**config.mk**
```make
export PLATFORM = sky130hd
export DESIGN_NAME = ctrl_pipe
export DESIGN_NICKNAME = d
export VERILOG_FILES = /design/src/rtl/ctrl_pipe.sv
export SDC_FILE = /design/constraint.sdc
export NUM_CORES = 1
export LEC_CHECK = 0
export CAP_MARGIN = 20
export CORE_ASPECT_RATIO = 0.6
export CORE_MARGIN = 4
export CORE_UTILIZATION = 46
export CTS_CLUSTER_SIZE = 12
export DETAILED_ROUTE_END_ITERATION = 10
export GPL_ROUTABILITY_DRIVEN = 0
export PLACE_DENSITY = 0.84
export SLEW_MARGIN = 20
export SYNTH_ARGS = -nofsm -noshare
export SYNTH_HDL_FRONTEND = slang
export SYNTH_SLANG_ARGS = --single-unit
```
**constraint.sdc**
```tcl
create_clock -name clk -period 7.3 [get_ports clk]
set_clock_uncertainty 0.2 [all_clocks]
set_input_delay 2.19 -clock clk [delete_from_list [all_inputs] [get_ports clk]]
set_output_delay 2.19 -clock clk [all_outputs]
set_load 0.1 [all_outputs]
```
**src/rtl/ctrl_pipe.sv**
```systemverilog
// ctrl_pipe: decoded control bundles through DEPTH stages, one cycle per stage, with a valid bit per stage.
// Backpressure: per-stage stall/flush; holds propagate back to decode (stallD), bubbles go forward; stage 0 holds for multi-cycle ops.
module ctrl_pipe #(
   parameter int CTRLW = 13,
   parameter int DEPTH = 3,
   parameter int CNTW  = 6
) (
   input  logic                   clk,
   input  logic                   rst,
   input  logic [CTRLW-1:0]       ctrlD,
   input  logic                   validD,
   input  logic                   mcD,
   input  logic [CNTW-1:0]        mclenD,
   input  logic [DEPTH-1:0]       stall,
   input  logic [DEPTH-1:0]       flush,
   output logic [DEPTH*CTRLW-1:0] ctrl_flat,
   output logic [DEPTH-1:0]       valid,
   output logic                   stallD,
   output logic                   mc_busy,
   output logic                   mc_done
);

   logic [CTRLW-1:0] ctrl_q [DEPTH];
   logic [CTRLW-1:0] ctrl_d [DEPTH];
   logic [DEPTH-1:0] valid_q, valid_d;
   logic [CNTW-1:0]  cnt_q, cnt_d;
   logic [DEPTH-1:0] hold;
   logic             mcwait;
   logic             load0;

   // Hold ripples from the last stage back towards decode.
   always_comb begin
      logic h;
      mcwait = (cnt_q > CNTW'(1));
      hold   = '0;
      h      = stall[DEPTH-1];
      hold[DEPTH-1] = h;
      for (int k = DEPTH - 2; k >= 1; k--) begin
         h       = stall[k] | h;
         hold[k] = h;
      end
      hold[0] = stall[0] | hold[1] | mcwait;
   end

   assign load0 = ~flush[0] & ~hold[0];

   always_comb begin
      ctrl_d  = ctrl_q;
      valid_d = valid_q;

      if (flush[0]) begin
         ctrl_d[0]  = '0;
         valid_d[0] = 1'b0;
      end else if (!hold[0]) begin
         ctrl_d[0]  = ctrlD;
         valid_d[0] = validD;
      end

      for (int k = 1; k < DEPTH; k++) begin
         if (flush[k]) begin
            ctrl_d[k]  = '0;
            valid_d[k] = 1'b0;
         end else if (hold[k]) begin
            ctrl_d[k]  = ctrl_q[k];
            valid_d[k] = valid_q[k];
         end else if (hold[k-1]) begin
            ctrl_d[k]  = '0;
            valid_d[k] = 1'b0;
         end else begin
            ctrl_d[k]  = ctrl_q[k-1];
            valid_d[k] = valid_q[k-1];
         end
      end
   end

   // Lengths 0 and 1 load as 0 so the op behaves as single-cycle.
   always_comb begin
      cnt_d = cnt_q;
      if (flush[0]) begin
         cnt_d = '0;
      end else if (load0 && validD && mcD) begin
         cnt_d = (mclenD > CNTW'(1)) ? mclenD : '0;
      end else if (cnt_q != '0) begin
         cnt_d = cnt_q - CNTW'(1);
      end
   end

   always_ff @(posedge clk) begin
      if (rst) begin
         ctrl_q  <= '{default: '0};
         valid_q <= '0;
         cnt_q   <= '0;
      end else begin
         ctrl_q  <= ctrl_d;
         valid_q <= valid_d;
         cnt_q   <= cnt_d;
      end
   end

   always_comb begin
      ctrl_flat = '0;
      for (int k = 0; k < DEPTH; k++) begin
         ctrl_flat[k*CTRLW +: CTRLW] = ctrl_q[k];
      end
   end

   assign valid   = valid_q;
   assign stallD  = hold[0];
   assign mc_busy = (cnt_q != '0);
   assign mc_done = (cnt_q == CNTW'(1));

endmodule

```
==> results of run 1 <==
[per-layer routing]
layer  global-route usage [%]  up-vias
met5                        0        -
met4                     8.37        0
met3                     5.06       13
met2                     30.1       62
met1                     26.7      856
li1                         -      867
[final timing paths]
check / start / to / slack (ps) / depth (start not counted)
min: ctrl_flat[10] / ctrl_flat[10] / 290 / 2
max: stall[1] / stallD / 1120 / 6
max reg2reg: cnt_q[0] / ctrl_flat[4] / 5160 / 7
min reg2reg: ctrl_flat[10] / ctrl_flat[10] / 290 / 2
[layout make-up]
| cell class | count | area share [%] |
|---|---|---|
| tap | 47 | 2.17 |
| multi-input combinational | 146 | 30.9 |
| clock inverter | 1 | 0.184 |
| sequential | 48 | 35.4 |
| timing repair buffer | 76 | 28.1 |
| clock buffer | 6 | 2.67 |
| inverter | 4 | 0.553 |
[power by group through the flow]
stage,Clock [mW],Combinational (mW),Sequential [mW]
after floorplan,0,0.293,0.326
after global placement,0,0.389,0.306
after detailed placement,0,0.392,0.308
after CTS,0.150,0.395,0.302
after global routing,0.158,0.421,0.305
final,0.148,0.396,0.302
[sequential cells by signal, summed over array words and instances (netlist names)]
register   cells
valid          3
ctrl_flat     39
cnt_q          6
[cell usage after synthesis, types with 2 or more instances]
cell      number
dfxtp_1       48
nand2_1       34
nor2_1        34
a22oi_1       28
a21oi_1       16
clkbuf_1       9
inv_1          4
or2_2          4
buf_6          3
ha_1           3
xnor2_1        3
and3_2         2
buf_2          2
nand3_1        2
o21ai_0        2
o22ai_1        2
[per-stage QoR]
| step | cells | hold slack (ps) | area [sq um] |
|---|---|---|---|
| floorplan | 213 | 374 | 1900 |
| global placement | 321 | 267 | 2640 |
| detailed placement | 321 | 275 | 2640 |
| CTS | 328 | 291 | 2720 |
| global route | 328 | 311 | 2720 |
| finish | 328 | 290 | 2720 |
[logic make-up (layout without fill, tap and decap cells)]
kind of cell / after synthesis / count (layout)
AO/OA/AOI/OAI: 51 / 51
XOR/XNOR: 4 / 4
adder cells (fa/ha/maj): 3 / 3
buffers and inverters: 19 / 87
flip-flops: 48 / 48
multiplexers: 2 / 2
AND/OR/NAND/NOR: 86 / 86
[tightest hold or removal path: cells and delay by family, from the launching register on]
kind            cells  cell delay (ps)
flops               1              340
compound gates      1               50
simple gates        1               60
==> flow_summary.json, run 1 <==
{
  "overflow": 0,
  "final_cell_mix": "clkdlybuf4s50_1, dfxtp_1, nor2_1, nand2_1, a22oi_1",
  "power.leakage_nw": 0.935,
  "wl_met2_um": 2250,
  "drv_slew": 0,
  "grt_pass1_vias": 1717,
  "fin_util_pct": 71.3,
  "synth-simple-area-share_pct": 21.4,
  "core-area_sq_um": 3810,
  "core.rowCount": 17,
  "cts_tree": "yes",
  "cts_max_path_buffers": 2,
  "synth_edf_count": 0,
  "rsz0062_at_grt": "false",
  "wl_met1_um": 2430,
  "synth_area_sq_um": 1900,
  "cpLargestDelayFamily": "buffers and inverters",
  "pwr_density_cell_nw_per_um2": 312,
  "clk_pin_slew_ps": 80,
  "grt_max_degree": 29,
  "drv_cap": 0,
  "maxUsedRoutingLayer": "met4",
  "slew_headroom_pct": 33.1,
  "synth_area_leaders": "dfxtp_1, a22oi_1, nand2_1",
  "syn_to_final_growth_pct": 43.1,
  "finalHoldViolations": 0,
  "wl_per_cell_um": 15.6,
  "h-tree-depth": 2,
  "met3_length_um": 320,
  "p_sw_mw": 0.357,
  "fmaxAchievable_mhz": 162,
  "dieHeight_um": 57.7,
  "synth-seq-cells": 48,
  "power_frac_clock_pct": 17.5,
  "ys_types": 33,
  "vias": 1798,
  "antenna_found_initial": 0,
  "worstSetupPathType": "primary input to primary output",
  "clockRootBuffer": "clkbuf_8",
  "sw_frac_of_total_pct": 42.1,
  "synth_top_area_cell": "dfxtp_1",
  "vias_per_cell": 5.48,
  "cts_made_buffers": 5,
  "fill_cells": 324,
  "cp.arrival_ps": 3790,
  "intPower_mw": 0.490,
  "syn_avg_cell_area_sq_um": 8.91,
  "synth_xor_area_share_pct": 1.85,
  "ir_worst_vdd_uv": 294,
  "io_pins": 74,
  "cp_slowest_cell": "clkdlybuf4s50_1",
  "postCtsSetupBuffers": 0,
  "async_flop_share_pct": 0,
  "power_frac_seq_pct": 35.7,
  "critPathCaptureType": "primary output",
  "die_w_um": 90.9,
  "crit_required_ps": 4910,
  "synth_flop_cell": "dfxtp_1",
  "p_comb_share_pct": 46.8,
  "yosysWarnings": 0,
  "mostFrequentLayoutCell": "clkdlybuf4s50_1",
  "critical_path.max_fanout": 15,
  "status": "completed",
  "finalPower_mw": 0.847,
  "start_kind": "primary input",
  "yosysSeqAreaShare_pct": 50.7,
  "drt_pass1_iterations": 4,
  "min_period_ps": 6180,
  "fin_ws_ps": 1120,
  "hp-class": "flop to flop",
  "tns_ps": 0,
  "dp_hpwl_um": 3910,
  "regArea_sq_um": 961,
  "start_util_pct": 49.8,
  "synth_top_family_by_area": "simple AND/OR/NAND/NOR gates",
  "pre_cts_ws_ps": 1120,
  "grt_first_pass_wirelength_um": 8250,
  "yosysTopAreaCellShare_pct": 50.7,
  "clock_sinks": 48,
  "synth_compound_area_share_pct": 17.9,
  "multi_input_area_sq_um": 840,
  "drc_errors": 0,
  "fp.dieArea_sq_um": 5250,
  "worst_pin_slew_ps": 1000,
  "cp_slowest_stage_delay_ps": 520,
  "grt_use_total_pct": 19.7,
  "finalSetupViolations": 0,
  "cts_hold_buffers": 0,
  "nets": 313,
  "crit_buf_inv": 4,
  "worstPathCellList": "clkdlybuf4s50_1 -> nor2_1 -> buf_4 -> and3_2 -> inv_1 -> buf_12",
  "muxShareOfSynthArea_pct": 1.12,
  "syn-num-nets": 245,
  "drtIter0Drc": 136,
  "period_share_pct": 84.6,
  "wl_um": 5110,
  "post_cts_resized": 0,
  "clock_latency_ps": 300,
  "drt.antenna.violating_nets": 0,
  "synth_fa_ha_area_share_pct": 1.98,
  "synthCells": 213,
  "numPortBuffers": 73,
  "antennaDiodeCount": 0,
  "drive_gt1_share_pct": 8.90
}
(Power assumes the default switching activity.)
==> inputs of run 2 (changes only) <==
--- a/config.mk
+++ b/config.mk
@@ -8,11 +8,11 @@
 export CAP_MARGIN = 20
 export CORE_ASPECT_RATIO = 0.6
 export CORE_MARGIN = 4
-export CORE_UTILIZATION = 46
+export CORE_UTILIZATION = 43
 export CTS_CLUSTER_SIZE = 12
 export DETAILED_ROUTE_END_ITERATION = 10
 export GPL_ROUTABILITY_DRIVEN = 0
-export PLACE_DENSITY = 0.84
+export PLACE_DENSITY = 0.79
 export SLEW_MARGIN = 20
 export SYNTH_ARGS = -nofsm -noshare
 export SYNTH_HDL_FRONTEND = slang
==> constraint.sdc (replaced) <==
create_clock -name clk -period 6.4 [get_ports clk]
set_clock_uncertainty 0.2 [all_clocks]
set_input_delay 1.92 -clock clk [delete_from_list [all_inputs] [get_ports clk]]
set_output_delay 1.92 -clock clk [all_outputs]
set_load 0.1 [all_outputs]
==> flow_summary.json, run 2 (synthesized netlist as in run 1, its figures left out) <==
{
  "status": "completed",
  "nets": 313,
  "vias": 1763,
  "clk_pin_slew_ps": 80,
  "gr-max-usage-layer": "met1",
  "use_met3_pct": 5.08,
  "antenna_found_initial": 0,
  "reg2reg_setup_slack_ps": 4310,
  "crit_buf_inv": 3,
  "cts_max_path_buffers": 2,
  "drt_pass1_iterations": 4,
  "cp.arrival_ps": 3730,
  "post_cts_resized": 0,
  "reg2reg_depth": 8,
  "cpLargestDelayFamily": "simple AND/OR/NAND/NOR gates",
  "start_util_pct": 45.3,
  "crit_required_ps": 4280,
  "timing.rr.end": "ctrl_flat[7]",
  "h-tree-depth": 2,
  "fmaxAchievable_mhz": 171,
  "core.rowCount": 18,
  "vias_per_cell": 5.17,
  "period_share_pct": 91.4,
  "clock_latency_ps": 300,
  "cts_hold_buffers": 0,
  "cp_slowest_cell": "nor2_1",
  "postCtsSetupBuffers": 0,
  "endpoint": "stallD",
  "dp_hpwl_um": 3980,
  "power.leakage_nw": 0.957,
  "final_area_sq_um": 2780,
  "cp_slowest_stage_delay_ps": 720,
  "min_period_ps": 5850,
  "drc_errors": 0,
  "cts_tree": "yes",
  "antennaDiodeCount": 0,
  "finalHoldViolations": 0,
  "ir_worst_vdd_uv": 268,
  "critical_path.max_fanout": 15,
  "drt.antenna.violating_nets": 0,
  "overflow": 0,
  "drive_gt1_share_pct": 9.25,
  "rsz0062_at_grt": "false",
  "dieHeight_um": 59.4,
  "drv_cap": 0,
  "start_kind": "primary input",
  "grt_max_degree": 29,
  "drv_slew": 0,
  "numPortBuffers": 73,
  "worstPathCellList": "clkdlybuf4s50_1 -> nor2_1 -> and3_2 -> inv_1 -> buf_12",
  "placed_area_sq_um": 2650,
  "tns_ps": 0,
  "largest_reg_flops": 39,
  "slew_headroom_pct": 32.9,
  "fill_cells": 364,
  "fin_util_pct": 66.4,
  "clock_sinks": 48,
  "grt_pass1_vias": 1542,
  "worst_pin_slew_ps": 1000,
  "fp.dieArea_sq_um": 5570,
  "mostFrequentLayoutCell": "clkdlybuf4s50_1",
  "io_pins": 74,
  "worstSetupPathType": "primary input to primary output",
  "multi_input_area_sq_um": 840,
  "grt_util_met1_pct": 27.9,
  "cts_made_buffers": 5,
  "wl_um": 5090,
  "final_cell_mix": "clkdlybuf4s50_1, dfxtp_1, nor2_1, nand2_1, a22oi_1",
  "clockRootBuffer": "clkbuf_8",
  "hp-class": "flop to flop",
  "met2_usage_pct": 26.6,
  "die_w_um": 93.7,
  "critPathCaptureType": "primary output",
  "syn_to_final_growth_pct": 46.7,
  "drtIter0Drc": 178,
  "pwr_density_cell_nw_per_um2": 376,
  "critPathLaunch": "stall[1]",
  "wl_per_cell_um": 14.9,
  "grt_first_pass_wirelength_um": 8000,
  "grt_use_total_pct": 19.0,
  "cp.depth": 5,
  "r2r-start": "cnt_q[0]",
  "finalSetupViolations": 0,
  "core-area_sq_um": 4190,
  "regArea_sq_um": 961
}
## run 2: worst register-to-register path: stages (launching register included)
cell,delay [ps]
dfxtp_1,410
inv_1,100
ha_1,240
o21ba_2,240
and3_2,220
inv_1,130
buf_4,230
nand2_1,70
a21oi_1,160
## run 2: worst min path at each step
stage / startpoint / to / slack [ps] / cells after the start
CTS: ctrl_flat[6] / ctrl_flat[6] / 280 / 2
global route: ctrl_flat[2] / ctrl_flat[2] / 320 / 2
detailed placement: ctrl_flat[6] / ctrl_flat[6] / 270 / 2
global placement: ctrl_flat[2] / ctrl_flat[2] / 260 / 2
floorplan: cnt_q[0] / cnt_q[0] / 370 / 2
finish: ctrl_flat[6] / ctrl_flat[6] / 280 / 2
## run 2: power breakdown
part           internal [mW]  switching [mW]  total [mW]
sequential             0.318          0.0255       0.343
clock                  0.154          0.0952       0.249
combinational          0.169           0.286       0.455
total                  0.640           0.407        1.05
## run 2: routing by layer
| metal | vias up | share of wire [%] |
|---|---|---|
| met3 | 5 | 10 |
| li1 | 870 | - |
| met5 | - | 0 |
| met4 | 0 | 1.1 |
| met1 | 810 | 46 |
| met2 | 78 | 43 |
## run 2: area by class of cell
type | instances | area share, %
clock inverters | 2 | 2.16
multi-input cells | 146 | 30.2
flip-flops and latches | 48 | 34.5
well taps | 60 | 2.70
clock buffers | 5 | 2.47
inverters | 4 | 0.540
repair buffers | 76 | 27.4
## run 2: through the flow
stage	hold slack (ps)	instances	setup WS, ps	power (mW)
floorplan	374	213	1290	0.706
global placement	260	334	605	0.798
detailed placement	271	334	580	0.803
CTS	282	341	569	1.05
global route	316	341	400	1.10
finish	284	341	553	1.05
==> inputs of run 3 (changes only) <==
--- a/config.mk
+++ b/config.mk
@@ -13,6 +13,7 @@
 export DETAILED_ROUTE_END_ITERATION = 10
 export GPL_ROUTABILITY_DRIVEN = 0
 export PLACE_DENSITY = 0.79
+export SKIP_LAST_GASP = 1
 export SLEW_MARGIN = 20
 export SYNTH_ARGS = -nofsm -noshare
 export SYNTH_HDL_FRONTEND = slang
==> results of run 3 <==
Same layout as run 2: the final DEF is identical, and so are final timing and power.
